[src/rtl/alu_pkg.sv]
// Shared types and byte-lane helpers for the multi-byte ALU sequencer.
package alu_pkg;

  typedef enum logic [4:0] {
    CMD_ADD = 5'd0,
    CMD_SUB = 5'd1,
    CMD_AND = 5'd2,
    CMD_XOR = 5'd3,
    CMD_CMP = 5'd4,
    CMD_CEQ = 5'd5,
    CMD_LSL = 5'd6,
    CMD_LSR = 5'd7,
    CMD_MOV = 5'd8
  } alu_cmd_e;

  typedef enum logic [2:0] {
    OP_ADD = 3'd0,
    OP_SUB = 3'd1,
    OP_AND = 3'd2,
    OP_XOR = 3'd3,
    OP_CMP = 3'd4,
    OP_CEQ = 3'd5,
    OP_LSL = 3'd6,
    OP_LSR = 3'd7
  } seq_op_e;

  typedef enum logic [1:0] {
    S_IDLE = 2'd0,
    S_EXEC = 2'd1,
    S_DONE = 2'd2
  } state_e;

  localparam int unsigned IDX_W = 2;

  // Lane offset is built by concatenation so the index math cannot wrap in 2 bits.
  function automatic logic [7:0] get_byte(input logic [31:0] v, input logic [IDX_W-1:0] k);
    return v[{k, 3'b000} +: 8];
  endfunction

  function automatic logic [31:0] put_byte(input logic [31:0] v, input logic [IDX_W-1:0] k,
                                           input logic [7:0] b);
    logic [31:0] r;
    r = v;
    r[{k, 3'b000} +: 8] = b;
    return r;
  endfunction

endpackage

[src/rtl/alu_seq.sv]
// Multi-byte request sequencer driving an 8-bit combinational ALU one lane per cycle,
// chaining carry/shift between lanes and returning a single registered response.
module alu_seq
  import alu_pkg::*;
#(
  parameter int unsigned NBYTES = 2
) (
  input  logic                  clk,
  input  logic                  rst_n,
  input  logic                  req_valid,
  output logic                  req_ready,
  input  logic [2:0]            req_op,
  input  logic [8*NBYTES-1:0]   req_a,
  input  logic [8*NBYTES-1:0]   req_b,
  output logic [4:0]            alu_cmd,
  output logic [7:0]            alu_inA,
  output logic [7:0]            alu_inB,
  output logic                  alu_sc_i,
  input  logic [7:0]            alu_rslt,
  input  logic                  alu_sc_o,
  input  logic                  alu_cnd,
  output logic                  rsp_valid,
  input  logic                  rsp_ready,
  output logic [8*NBYTES-1:0]   rsp_data,
  output logic                  rsp_carry,
  output logic                  rsp_cnd
);

  localparam int unsigned W = 8 * NBYTES;
  localparam logic [IDX_W-1:0] LAST = IDX_W'(NBYTES - 1);

  state_e           state_q, state_d;
  seq_op_e          op_q, op_d;
  logic [W-1:0]     a_q, a_d, b_q, b_d, res_q, res_d;
  logic [IDX_W-1:0] idx_q, idx_d;
  logic             phase_q, phase_d;
  logic [4:0]       cmd_q, cmd_d;
  logic [7:0]       ina_q, ina_d, inb_q, inb_d;
  logic             sci_q, sci_d;
  logic             rsp_valid_q, rsp_valid_d;
  logic [W-1:0]     rsp_data_q, rsp_data_d;
  logic             rsp_carry_q, rsp_carry_d;
  logic             rsp_cnd_q, rsp_cnd_d;

  logic             issue, issue_sc, done_cmp, cmp_val, last_lane, is_logic;
  logic [4:0]       issue_cmd;
  logic [W-1:0]     src_a, src_b;

  always_comb begin
    state_d     = state_q;
    op_d        = op_q;
    a_d         = a_q;
    b_d         = b_q;
    res_d       = res_q;
    idx_d       = idx_q;
    phase_d     = phase_q;
    rsp_valid_d = rsp_valid_q;
    rsp_data_d  = rsp_data_q;
    rsp_carry_d = rsp_carry_q;
    rsp_cnd_d   = rsp_cnd_q;
    cmd_d       = '0;
    ina_d       = '0;
    inb_d       = '0;
    sci_d       = 1'b0;
    issue       = 1'b0;
    issue_cmd   = '0;
    issue_sc    = 1'b0;
    src_a       = a_q;
    src_b       = b_q;
    done_cmp    = 1'b0;
    cmp_val     = 1'b0;
    last_lane   = (op_q == OP_LSR) ? (idx_q == '0) : (idx_q == LAST);
    is_logic    = (op_q == OP_AND) || (op_q == OP_XOR);

    unique case (state_q)
      S_IDLE: begin
        if (req_valid) begin
          op_d      = seq_op_e'(req_op);
          a_d       = req_a;
          b_d       = req_b;
          res_d     = '0;
          phase_d   = 1'b0;
          idx_d     = (op_d inside {OP_LSR, OP_CMP, OP_CEQ}) ? LAST : '0;
          issue     = 1'b1;
          issue_cmd = (op_d inside {OP_CMP, OP_CEQ}) ? CMD_CEQ : {2'b00, req_op};
          src_a     = req_a;
          src_b     = req_b;
          state_d   = S_EXEC;
        end
      end
      S_EXEC: begin
        unique case (op_q)
          OP_CEQ: begin
            if (!alu_cnd || idx_q == '0) begin
              done_cmp = 1'b1;
              cmp_val  = alu_cnd;
            end else begin
              idx_d     = idx_q - 1'b1;
              issue     = 1'b1;
              issue_cmd = CMD_CEQ;
            end
          end
          OP_CMP: begin
            // First differing byte (high first) is re-issued as CMP to get the ordering.
            if (phase_q) begin
              done_cmp = 1'b1;
              cmp_val  = alu_cnd;
            end else if (!alu_cnd) begin
              phase_d   = 1'b1;
              issue     = 1'b1;
              issue_cmd = CMD_CMP;
            end else if (idx_q == '0) begin
              done_cmp = 1'b1;
            end else begin
              idx_d     = idx_q - 1'b1;
              issue     = 1'b1;
              issue_cmd = CMD_CEQ;
            end
          end
          default: begin
            res_d = W'(put_byte(32'(res_q), idx_q, alu_rslt));
            if (last_lane) begin
              state_d     = S_DONE;
              rsp_valid_d = 1'b1;
              rsp_data_d  = res_d;
              rsp_carry_d = is_logic ? 1'b0 : alu_sc_o;
              rsp_cnd_d   = 1'b0;
            end else begin
              idx_d     = (op_q == OP_LSR) ? idx_q - 1'b1 : idx_q + 1'b1;
              issue     = 1'b1;
              issue_cmd = {2'b00, op_q};
              issue_sc  = (op_q == OP_SUB) ? ~alu_sc_o : (is_logic ? 1'b0 : alu_sc_o);
            end
          end
        endcase
      end
      S_DONE: begin
        if (rsp_ready) begin
          state_d     = S_IDLE;
          rsp_valid_d = 1'b0;
        end
      end
      default: state_d = S_IDLE;
    endcase

    if (done_cmp) begin
      state_d     = S_DONE;
      rsp_valid_d = 1'b1;
      rsp_data_d  = '0;
      rsp_carry_d = 1'b0;
      rsp_cnd_d   = cmp_val;
    end

    if (issue) begin
      cmd_d = issue_cmd;
      ina_d = get_byte(32'(src_a), idx_d);
      inb_d = get_byte(32'(src_b), idx_d);
      sci_d = issue_sc;
    end
  end

  always_ff @(posedge clk or negedge rst_n) begin
    if (!rst_n) begin
      state_q     <= S_IDLE;
      op_q        <= OP_ADD;
      a_q         <= '0;
      b_q         <= '0;
      res_q       <= '0;
      idx_q       <= '0;
      phase_q     <= 1'b0;
      cmd_q       <= '0;
      ina_q       <= '0;
      inb_q       <= '0;
      sci_q       <= 1'b0;
      rsp_valid_q <= 1'b0;
      rsp_data_q  <= '0;
      rsp_carry_q <= 1'b0;
      rsp_cnd_q   <= 1'b0;
    end else begin
      state_q     <= state_d;
      op_q        <= op_d;
      a_q         <= a_d;
      b_q         <= b_d;
      res_q       <= res_d;
      idx_q       <= idx_d;
      phase_q     <= phase_d;
      cmd_q       <= cmd_d;
      ina_q       <= ina_d;
      inb_q       <= inb_d;
      sci_q       <= sci_d;
      rsp_valid_q <= rsp_valid_d;
      rsp_data_q  <= rsp_data_d;
      rsp_carry_q <= rsp_carry_d;
      rsp_cnd_q   <= rsp_cnd_d;
    end
  end

  assign req_ready = (state_q == S_IDLE);
  assign alu_cmd   = cmd_q;
  assign alu_inA   = ina_q;
  assign alu_inB   = inb_q;
  assign alu_sc_i  = sci_q;
  assign rsp_valid = rsp_valid_q;
  assign rsp_data  = rsp_data_q;
  assign rsp_carry = rsp_carry_q;
  assign rsp_cnd   = rsp_cnd_q;

endmodule

[config.mk]
export PLATFORM = sky130hd
export DESIGN_NAME = alu_seq
export DESIGN_NICKNAME = d
export VERILOG_FILES = /design/src/rtl/alu_pkg.sv /design/src/rtl/alu_seq.sv
export SDC_FILE = /design/constraint.sdc
export NUM_CORES = 1
export LEC_CHECK = 0
export ABC_AREA = 0
export CORE_ASPECT_RATIO = 0.6
export CORE_UTILIZATION = 40
export DETAILED_ROUTE_END_ITERATION = 8
export PLACE_DENSITY = 0.73
export SETUP_SLACK_MARGIN = 0.15
export SYNTH_ARGS = -nofsm -noshare
export SYNTH_HDL_FRONTEND = slang
export SYNTH_SLANG_ARGS = --single-unit
[constraint.sdc]
create_clock -name clk -period 3.85 [get_ports clk]
set_input_delay 0.5775 -clock clk [delete_from_list [all_inputs] [get_ports clk]]
set_output_delay 0.5775 -clock clk [all_outputs]
set_load 0.01 [all_outputs]
==> results of run 1 <==
-- cells by family after synthesis --
logic type / count (synthesis) / share of synthesized area
compound gates: 111 / 0.198
xor+xnor: 1 / 0.00196
fa+ha+maj: 6 / 0.0168
buf+inv: 51 / 0.0578
flops: 95 / 0.533
mux: 34 / 0.0810
other cells: 1 / 0.000840
simple gates: 94 / 0.111
-- metrics by stage --
stage               utilization  instance area (sq um)  cells  worst slack (ns)  total power (W)
global route              0.536                   5740    619             0.483          0.00501
finish                    0.536                   5740    619             0.760          0.00471
detailed placement        0.506                   5420    603             0.657          0.00377
CTS                       0.536                   5740    619             0.776          0.00474
global placement          0.506                   5420    603             0.815          0.00369
floorplan                     -                   4470    394              1.59          0.00310
-- final timing paths --
check                          start          to  slack, ns  depth (start not counted)
min in group clk           res_q[11]   res_q[11]       0.47                          1
max in group asynchronous      rst_n     op_q[2]       2.89                          2
hold / removal                 rst_n      a_q[6]       0.17                          1
setup / recovery            idx_q[0]  alu_inB[6]       0.76                          8
setup reg to reg            idx_q[0]  alu_inB[6]       0.76                          8
hold reg to reg            res_q[11]   res_q[11]       0.47                          1
-- Yosys cell counts, drive strengths merged (2+ instances only) --
master | n | area (sq um)
nand3 | 12 | 60.1
nand2 | 26 | 97.6
nor2b | 22 | 138
a31oi | 4 | 25.0
nor2 | 17 | 63.8
a22o | 6 | 52.6
ha | 6 | 75.1
a21oi | 35 | 186
inv | 25 | 93.8
a21o | 6 | 45.0
dfrtp | 95 | 2380
mux2 | 17 | 191
a2111oi | 16 | 265
nand2b | 3 | 18.8
nor3 | 3 | 15.0
o21ai | 28 | 148
o211ai | 3 | 22.5
clkbuf | 10 | 38.8
mux2i | 17 | 170
o41ai | 2 | 17.5
nand4bb | 2 | 22.5
buf | 16 | 125
-- state kept, by name (all words and copies together), names as in the netlist, 3 cells and up --
signal and count:
alu_inB 8, b_q 16, op_q 3, rsp_data 16, a_q 16, alu_inA 8, alu_cmd 3, res_q 16
-- power by group through the flow --
stage | sequential, W | combinational (W) | clock, W
after floorplan | 0.00159 | 0.00151 | 0
after global placement | 0.00159 | 0.00211 | 0
after detailed placement | 0.00160 | 0.00216 | 0
after CTS | 0.00159 | 0.00217 | 0.000978
after global routing | 0.00163 | 0.00237 | 0.00102
final | 0.00159 | 0.00217 | 0.000959
-- area by class of cell --
cell class,instances,area share
Clock buffer,10,0.0399
Tap cell,139,0.0303
Multi-Input combinational cell,248,0.320
Clock inverter,6,0.0161
Sequential cell,95,0.414
Timing Repair Buffer,96,0.163
Inverter,25,0.0163
-- routing by layer --
metal  GRT usage  vias up  wire (um)
met4      0.0592        0        111
met1       0.286     1676       5130
li1            -     1548          -
met5           0        -          0
met3      0.0419       10        549
met2       0.302      100       4980
==> results.sh, run 1 <==
export IMPL_status="finished with violations"
export IMPL_violations="DRC"
export IMPL_pwr_share_seq=0.337
export IMPL_ff_latch_area_sq_um=2380
export IMPL_start_kind="flip-flop"
export IMPL_crit_required_ns=4.02
export IMPL_antenna_found_initial=0
export IMPL_timing_critical_path_buf_inv=2
export IMPL_first_iter_violations=313
export IMPL_final_cell_mix="95 x dfrtp_1, 87 x clkdlybuf4s50_1, 34 x a21oi_1"
export IMPL_cts_tree="built"
export IMPL_dieArea_sq_um=11600
export IMPL_layout_cells_most_common="dfrtp_1"
export IMPL_fp_row_count=29
export IMPL_ys_flop_type="dfrtp_1"
export IMPL_ir_worst_vdd_mv=0.361
export IMPL_synth_area_sq_um=4460
export IMPL_port_buffers=88
export IMPL_slowest_stage="and2_1"
export IMPL_critPathTopFamily="simple AND/OR/NAND/NOR gates"
export IMPL_power_internal_w=0.00288
export IMPL_numCtsBuffers=9
export IMPL_hold_slack_ns=0.170
export IMPL_synth_avg_cell_area_sq_um=11.4
export IMPL_slew_headroom=0.252
export IMPL_gr_total_overflow=0
export IMPL_period_needed_ns=3.09
export IMPL_num_fill_cells=923
export IMPL_cts_resized_gates=0
export IMPL_crit_fanout=17
export IMPL_path_clk_slew_ns=0.07
export IMPL_crit_path_max_incr_delay_ns=0.91
export IMPL_synth_cells=393
export IMPL_diodes=0
export IMPL_io_pins=91
export IMPL_nNetsFinal=530
export IMPL_cts_path_max_buffers=2
export IMPL_drive_gt1_frac=0.135
export IMPL_ys_async_sr_fraction=1.00
export IMPL_multi_input_area_sq_um=1840
export IMPL_ys_seq_area_frac=0.533
export IMPL_yosys_warnings=0
export IMPL_fmax_mhz=324
export IMPL_cts_setup_buffers=0
export IMPL_cts_sinks=95
export IMPL_htreeDepth=3
export IMPL_dr_pass1_iters=6
export IMPL_die_w_um=138
export IMPL_drc=14
export IMPL_tightestPinTransition_ns=1.12
export IMPL_drv_slew=0
export IMPL_grt_total_usage=0.199
export IMPL_switchingPower_w=0.00184
export IMPL_path_class="reg -> reg"
export IMPL_hold_class="in -> async"
export IMPL_num_vias=3334
export IMPL_place_gp_congestion=0.952
export IMPL_avgRoutedWirePerCell_um=17.4
export IMPL_ant_nets=0
export IMPL_fin_skew_ns=0.00670
export IMPL_ys_ff_latch=95
export IMPL_powerDensity_nw_per_um2=821
export IMPL_setup_tns_ns=0
export IMPL_synth_edf_count=0
export IMPL_hold_violations=0
export IMPL_period_share=0.803
export IMPL_die_h_um=83.8
export IMPL_clk_latency_ns=0.35
export IMPL_cts_root_buf="clkbuf_16"
export IMPL_endpoint_kind="flip-flop"
export IMPL_cp_arrival_ns=3.26
export IMPL_setup_violations_final=0
export IMPL_cts_hold_buf=0
export IMPL_synth_cell_types=50
export IMPL_maxCapViolCount=0
export IMPL_grt_max_degree=40
export IMPL_path_cells="inv_1, ha_1, mux2i_1, a21oi_1, o21ai_2, buf_4, and2_1, a2111oi_2"
export IMPL_dp_hpwl_um=7750
export IMPL_vias_per_cell=5.39
export IMPL_area_growth_pct=28.7
export IMPL_start_util=0.417
export IMPL_grt_pass1_vias=3360
export IMPL_switching_share=0.390
export IMPL_clockPowerShare=0.203
export IMPL_rsz0062_at_grt="false"
export IMPL_p_comb_frac=0.460
export IMPL_grt_pass1_wl_um=17900
export IMPL_coreArea_sq_um=10700
export IMPL_wl_um=10800
export IMPL_leakage_nw=2.47
No activity file was read; power rests on OpenSTA's default activity.
==> run 2, diff against run 1 <==
--- a/config.mk
+++ b/config.mk
@@ -9,7 +9,7 @@
 export CORE_ASPECT_RATIO = 0.6
 export CORE_UTILIZATION = 40
 export DETAILED_ROUTE_END_ITERATION = 8
-export PLACE_DENSITY = 0.73
+export PLACE_DENSITY = 0.75
 export SETUP_SLACK_MARGIN = 0.15
 export SYNTH_ARGS = -nofsm -noshare
 export SYNTH_HDL_FRONTEND = slang
==> constraint.sdc (replaced) <==
create_clock -name clk -period 2.8 [get_ports clk]
set_input_delay 0.42 -clock clk [delete_from_list [all_inputs] [get_ports clk]]
set_output_delay 0.42 -clock clk [all_outputs]
set_load 0.01 [all_outputs]
==> run 2 against run 1 <==
The flow still finishes with violations (DRC). Sequential share of layout area shrank 0.60 points. Register-to-register slack lost 0.43 ns. Critical endpoint is now alu_inA[1]. Hold slack lost 0.10 ns. Cell count grew 1.1%. Die area is the same. Core utilization grew 0.79 points. Clock skew shrank 0.0017 ns. Critical path depth is the same.
==> results.sh, run 2 (synthesized netlist as in run 1, its figures left out) <==
export IMPL_critical_path_most_common_cell="a21oi_1"
export IMPL_rrSetupSlack_ns=0.33
export IMPL_cts_hold_buf=0
export IMPL_diodes=0
export IMPL_slew_headroom=0.620
export IMPL_gr_total_overflow=0
export IMPL_final_cell_mix="95 x dfrtp_1, 87 x clkdlybuf4s50_1, 34 x a21oi_1"
export IMPL_first_iter_violations=272
export IMPL_setup_tns_ns=0
export IMPL_leakage_nw=2.51
export IMPL_numCtsBuffers=9
export IMPL_cts_sinks=95
export IMPL_startpoint="idx_q[1]"
export IMPL_dr_pass1_iters=7
export IMPL_place_gp_congestion=0.882
export IMPL_nNetsFinal=537
export IMPL_crit_required_ns=3.03
export IMPL_port_buffers=88
export IMPL_num_fill_cells=882
export IMPL_rr_worst_depth=8
export IMPL_period_needed_ns=2.47
export IMPL_utilization=0.544
export IMPL_dieArea_sq_um=11600
export IMPL_rsz0062_at_grt="false"
export IMPL_drv_slew=0
export IMPL_path_clk_slew_ns=0.07
export IMPL_cts_setup_buffers=0
export IMPL_cts_tree="built"
export IMPL_htreeDepth=3
export IMPL_vias_per_cell=5.36
export IMPL_powerDensity_nw_per_um2=1140
export IMPL_violations="DRC"
export IMPL_grt_pass1_wl_um=18100
export IMPL_start_kind="flip-flop"
export IMPL_avgRoutedWirePerCell_um=17.2
export IMPL_dp_hpwl_um=7670
export IMPL_io_pins=91
export IMPL_crit_path_max_incr_delay_ns=0.46
export IMPL_drive_gt1_frac=0.150
export IMPL_ir_worst_vdd_mv=0.541
export IMPL_clk_latency_ns=0.34
export IMPL_reg2reg_from="idx_q[1]"
export IMPL_ant_nets=0
export IMPL_antenna_found_initial=0
export IMPL_drc=10
export IMPL_setup_violations_final=0
export IMPL_cts_resized_gates=0
export IMPL_hold_violations=0
export IMPL_coreArea_sq_um=10700
export IMPL_grt_max_degree=53
export IMPL_cp_arrival_ns=2.70
export IMPL_status="finished with violations"
export IMPL_cts_root_buf="clkbuf_16"
export IMPL_path_class="reg -> reg"
export IMPL_die_h_um=83.8
export IMPL_tightestPinTransition_ns=0.570
export IMPL_cts_path_max_buffers=2
export IMPL_path_cells="inv_1, ha_1, mux2i_1, a21oi_1, o21ai_2, buf_4, a21oi_1, a2111oi_2"
export IMPL_period_share=0.883
export IMPL_num_vias=3358
export IMPL_maxCapViolCount=0
export IMPL_grt_total_usage=0.202
export IMPL_wl_um=10800
export IMPL_crit_fanout=16
export IMPL_fmax_mhz=405
export IMPL_fp_row_count=29
export IMPL_die_w_um=138
export IMPL_fin_skew_ns=0.00500
export IMPL_area_growth_pct=30.6
export IMPL_layout_cells_most_common="dfrtp_1"
export IMPL_grt_pass1_vias=3472
export IMPL_endpoint_kind="flip-flop"
export IMPL_start_util=0.417
export IMPL_r2r_end="alu_inA[1]"
export IMPL_hold_class="in -> async"
export IMPL_slowest_stage="dfrtp_1"
-- run 2: changes by cell type in the layout (fill, tap and decap cells not counted), sizes merged --
cell / before / now
buf: 9 / 16
clkbuf: 10 / 9
inv: 26 / 27
-- run 2: layout make-up --
class	instances	area [sq um]	area share
Inverter	25	93.8	0.0161
Clock inverter	7	104	0.0178
Sequential cell	95	2380	0.408
Timing Repair Buffer	103	1020	0.174
Tap cell	139	174	0.0298
Clock buffer	9	225	0.0387
Multi-Input combinational cell	248	1840	0.315
-- run 2: how the worst max path moves through the flow --
stage / endpoint / cells after the start
6_report: alu_inA[1] / 8
5_1_grt: alu_inA[3] / 8
4_1_cts: alu_inA[1] / 8
3_5_place_dp: alu_inA[1] / 7
3_3_place_gp: alu_inA[2] / 7
2_1_floorplan: alu_inA[2] / 9
-- run 2: stage by stage --
| step | total power [W] | area (sq um) | hold slack [ns] | instances | worst slack [ns] |
|---|---|---|---|---|---|
| after global routing | 0.00707 | 5830 | 0.110 | 626 | 0.242 |
| after floorplan | 0.00426 | 4470 | 0.124 | 394 | 0.539 |
| after CTS | 0.00666 | 5830 | 0.0872 | 626 | 0.388 |
| final | 0.00662 | 5830 | 0.0691 | 626 | 0.329 |
| after global placement | 0.00516 | 5500 | 0.447 | 610 | 0.404 |
| after detailed placement | 0.00528 | 5500 | 0.458 | 610 | 0.332 |
-- run 2: power breakdown --
group | switching (W) | internal, W
Sequential | 0.000294 | 0.00190
Combinational | 0.00174 | 0.00136
Clock | 0.000539 | 0.000793
-- run 2: worst max-delay path, delay by kind of cell (launching register included) --
kind,cells,cell delay [ns]
buffers and inverters,2,0.41
flip-flops,1,0.46
adder cells (fa/ha/maj),1,0.33
AO/OA/AOI/OAI,4,0.81
multiplexers,1,0.35
-- run 2: per-layer routing --
metal,up-vias,global-route usage,wire (um)
li1,1566,-,-
met1,1672,0.283,5180
met2,112,0.298,4700
met3,8,0.0694,797
met4,0,0.0501,83
met5,-,0,0
==> variant 1: new RTL, settings of run 1 <==
`NBYTES`: 2 -> 1.
--- a/src/rtl/alu_seq.sv
+++ b/src/rtl/alu_seq.sv
@@ -5,3 +5,3 @@
 #(
-  parameter int unsigned NBYTES = 2
+  parameter int unsigned NBYTES = 1
 ) (
Interface: changed (resized req_a, req_b and rsp_data); port bits go from 91 to 67. The function was not compared with the original's and may differ.
==> variant 1 against run 1 <==
- wire length fell by 48%
- synthesized area is 42% lower
- design area shrank 42%
- total power shrank 45%
- setup slack improved by 0.43 ns
- first-iteration DRC count decreased by 40%
- count of clock-buffer cells in the layout is 5 lower
- sequential cell count is 40 lower
- die area fell by 41%
- final cell count fell by 38%
- sequential share of layout area decreased by 0.24 points
- non-clock buffer count shrank 30
- critical path type unchanged
- critical endpoint is now alu_inB[4]$_DFF_PN0_
- largest cell class unchanged
==> variant 1: results (changes against run 1) <==
Synth area leaders: dfrtp_1 (53%), nand2_1 (9.5%), nor4b_2 (4.6%)
Worst-Skew Late Latency: 0.30 ns (-0.05 ns)
Highest Signal Layer: met4
Detailed Place HPWL: 4018 µm (-48%)
met2 wire length: 2120 µm (-57%)
# nets final: 338 (-36%)
ys async rst share: 1.000 (unchanged)
routed length on met1: 3042 µm (-41%)
leakage power: 0.001482 µW (-40%)
All-Layer GR Usage: 0.1790 (-0.01995)
global-route wire length before repair: 9480 µm (-47%)
post-synthesis cell type count: 43 (-14%)
vias per cell: 5.041 (-6.4%)
layout filler cell count: 565 (-39%)
Top FF cell, synth: dfrtp_1
Cell Int Power: 1575 µW (-45%)
Peak VDD IR: 0.0003816 V (+5.8%)
Hold Path Class: in2async
CTS Buf Count: 5 (-4)
top cells by count, synth: nand2_1 (66), dfrtp_1 (55), nor2_1 (16)
worst-margin pin slew: 0.9909 ns (-0.1318 ns)
Buffers on Ports: 64 (-27%)
Crit-path slowest cell: a32o_1
post-CTS sizing: 0 (unchanged)
RePlAce Congestion: 0.8908 (-6.4%)
Seq/Total Area, Yosys: 0.5294 (-0.003455)
layout cells sized above 1: 0.09272 (-0.04270)
Setup Fix Bufs, Post-CTS: 0 (unchanged)
Layout Skew: 0.01220 ns (+0.005499 ns)
run status: complete, no violations
critical path's largest stage delay: 0.55 ns (-0.36 ns)
clock-pin slew on the worst setup and hold paths: 0.10 ns (+0.03 ns)
largest net degree at the start of global routing: 36 (-10%)
diode count: 0 (unchanged)
drt pass-1 iters: 4 (-2)
Max Fanout on Critical Path: 17 (unchanged)
Arr. time, crit path: 2.86 ns (-0.40 ns)
H-tree depth: 2 (-1)
Avg WL per Cell: 14.59 µm (-16%)
CTS Root Cell: clkbuf_8
drt first-iter violations: 188 (-40%)
DR WL met3: 442 µm (-19%)
R2R Setup Slk: 1.19 ns (+0.43 ns)
number of global-route vias before repair: 1834 (-45%)
[variant 1: worst max-delay path, delay by kind of cell (launching register included)]
kind	cells	cell delay, ns
flip-flops	1	0.49
buffers and inverters	1	0.16
AO/OA/AOI/OAI	3	0.97
AND/OR/NAND/NOR	2	0.57
adder cells (fa/ha/maj)	1	0.36
[variant 1: final cells by class]
cell class	count	area, µm²	area share
Timing Repair Buffer	66	650.6	0.1946
Inverter	6	22.52	0.006737
Multi-Input combinational cell	167	1074	0.3211
Sequential cell	55	1376	0.4117
Clock buffer	5	68.82	0.02058
Clock inverter	3	46.29	0.01385
Tap cell	84	105.1	0.03144
[variant 1: cells by family (layout without fill, tap and decap cells)]
| kind of cell | count (synthesis) | count (layout) | synth area share |
|---|---|---|---|
| AOI/OAI and AO/OA | 35 | 35 | 0.1020 |
| DFF | 55 | 55 | 0.5294 |
| muxes | 4 | 4 | 0.01588 |
| adders and majority gates | 4 | 4 | 0.01925 |
| buffers and inverters | 26 | 80 | 0.06256 |
| other | 1 | 2 | 0.001442 |
| xor gates and xnor gates | 1 | 1 | 0.003369 |
| and+or+nand+nor | 121 | 121 | 0.2661 |
[variant 1: power by group through the flow]
stage	clock network (µW)	logic, µW	registers [µW]
finish	387	1230	977
CTS	394	1240	975
global route	423	1350	1010
global placement	0	1210	989
detailed placement	0	1240	982
floorplan	0	837	975
[variant 1: stage by stage]
step | cells | instance area (µm²) | setup slack, ns | utilization | hold slack [ns]
finish | 386 | 3343 | 1.187 | 0.5398 | 0.2123
global route | 386 | 3343 | 1.005 | 0.5398 | 0.2413
CTS | 386 | 3343 | 1.187 | 0.5398 | 0.2216
detailed placement | 378 | 3228 | 0.9875 | 0.5212 | 0.4523
global placement | 378 | 3228 | 1.106 | 0.5212 | 0.4486
floorplan | 248 | 2604 | 1.720 | - | 0.2819
[variant 1: path summary, 6_finish.rpt]
check                                    from  depth (start not counted)                    to
max                        idx_q[0]$_DFF_PN0_                          7  alu_inB[4]$_DFF_PN0_
min                                     rst_n                          1   op_q[1]$_DFFE_PN0P_
max reg2reg                idx_q[0]$_DFF_PN0_                          7  alu_inB[4]$_DFF_PN0_
min reg2reg                  a_q[1]$_DFF_PN0_                          2      a_q[1]$_DFF_PN0_
max in group asynchronous               rst_n                          2    idx_q[1]$_DFF_PN0_
min in group clk             a_q[1]$_DFF_PN0_                          2      a_q[1]$_DFF_PN0_
[variant 1: routing by layer]
layer | GRT usage | vias to the layer above
met5 | 0 | -
met4 | 0.03125 | 0
met3 | 0.04125 | 2
met2 | 0.2312 | 70
met1 | 0.2970 | 930
li1 | - | 944
==> variant 2: new RTL, flow settings as in run 1 <==
Made on the original files. Make the reset (`rst_n`) synchronous in one clocked block.
--- a/src/rtl/alu_seq.sv
+++ b/src/rtl/alu_seq.sv
@@ -161,3 +161,3 @@
 
-  always_ff @(posedge clk or negedge rst_n) begin
+  always_ff @(posedge clk) begin
     if (!rst_n) begin
Behaviour: differs if rst_n is asserted again (counterexample within 4 cycles, from zero or initial values and one cycle with rst_n low); with rst_n held inactive, the same outputs for 10 cycles.
==> variant 2 against run 1 <==
- final cell count up 5.0%
- via count up 3.0%
- synthesized area down 4.6%
- setup slack worse by 0.014 ns
- synthesized cell count up 11%
- design area down 4.0%
- sequential cell count unchanged
- wire length down 3.0%
Power is not compared: it rests on default switching activity, and its combinational part moved more than twofold at a synthesized area within 25%.
==> variant 2: results (changes against run 1) <==
Top delay family on crit path: compound AO/OA/AOI/OAI gates
Mean Syn Cell Area: 9.785 µm² (-14%)
ys async rst share: 0 (-1.000)
drt pass-1 iters: 4 (-2)
Arr. time, crit path: 3.34 ns (+0.08 ns)
# nets final: 565 (+6.6%)
routed length on met1: 5119 µm (-0.25%)
multi-input combinational area share: 0.3856 (+0.06566)
multi-input combinational gate total: 295 (+19%)
run status: complete, no violations
invs w/o clock: 11 (-56%)
worst setup path endpoint: alu_inB[5]$_SDFF_PN0_
critical path's largest stage delay: 1.04 ns (+0.13 ns)
met2 wire length: 4527 µm (-9.0%)
drt first-iter violations: 277 (-12%)
Hold Path Class: reg2reg
DR WL met3: 659 µm (+20%)
DP Worst Slack: 0.7911 ns (+0.1344 ns)
FFs & Latches: 95 (unchanged)
FF-to-FF End: alu_inB[5]$_SDFF_PN0_
Synth area leaders: dfxtp_1 (45%), mux2i_1 (8.0%), nor2b_1 (7.6%)
RR Startpoint: idx_q[0]$_SDFF_PN0_
Signal buffers: 98 (+2.1%)
clk tree area frac: 0.05540 (-0.0005993)
Reg area: 1902 µm² (-20%)
non-clk buf share: 0.1757 (+0.01232)
variant 2: cell count changes after synthesis, moves of 15 or more:
cell      delta
inv_1       -15
a21boi_0    +15
a211oi_1    +16
o21ai_0     -20
dfxtp_1     +95
nor2b_1     +30
mux2_2      -16
a311oi_1    +15
mux2i_1     +17
dfrtp_1     -95
variant 2: metal layers:
metal / vias up / track usage
met5: - / 0
li1: 1717 / -
met3: 13 / 0.05432
met2: 91 / 0.3118
met4: 0 / 0.05506
met1: 1613 / 0.2589
variant 2: worst min path at each step:
stage,slack [ns],start,to
after global routing,0.49,rsp_carry$_SDFFE_PP0P_,rsp_carry$_SDFFE_PP0P_
after CTS,0.48,rsp_carry$_SDFFE_PP0P_,rsp_carry$_SDFFE_PP0P_
after global placement,0.44,rsp_carry$_SDFFE_PP0P_,rsp_carry$_SDFFE_PP0P_
final,0.46,rsp_carry$_SDFFE_PP0P_,rsp_carry$_SDFFE_PP0P_
after detailed placement,0.47,rsp_valid$_SDFFE_PN0P_,rsp_valid$_SDFFE_PN0P_
after floorplan,0.47,res_q[0]$_SDFFE_PN0P_,res_q[0]$_SDFFE_PN0P_
variant 2: metrics by stage:
stage	cells	hold slack, ns	power, µW
3_5_place_dp	634	0.4673	1682
3_3_place_gp	634	0.4370	1667
5_1_grt	650	0.4936	2688
4_1_cts	650	0.4773	2586
6_report	650	0.4629	2576
2_1_floorplan	436	0.4684	1467
variant 2: kinds of logic after synthesis:
kind of cell | share of synthesized area
other | 0.0008810
xor gates and xnor gates | 0.002058
muxes | 0.08260
DFF | 0.4468
adders and majority gates | 0.01764
AOI/OAI and AO/OA | 0.2213
and+or+nand+nor | 0.1723
buffers and inverters | 0.05643
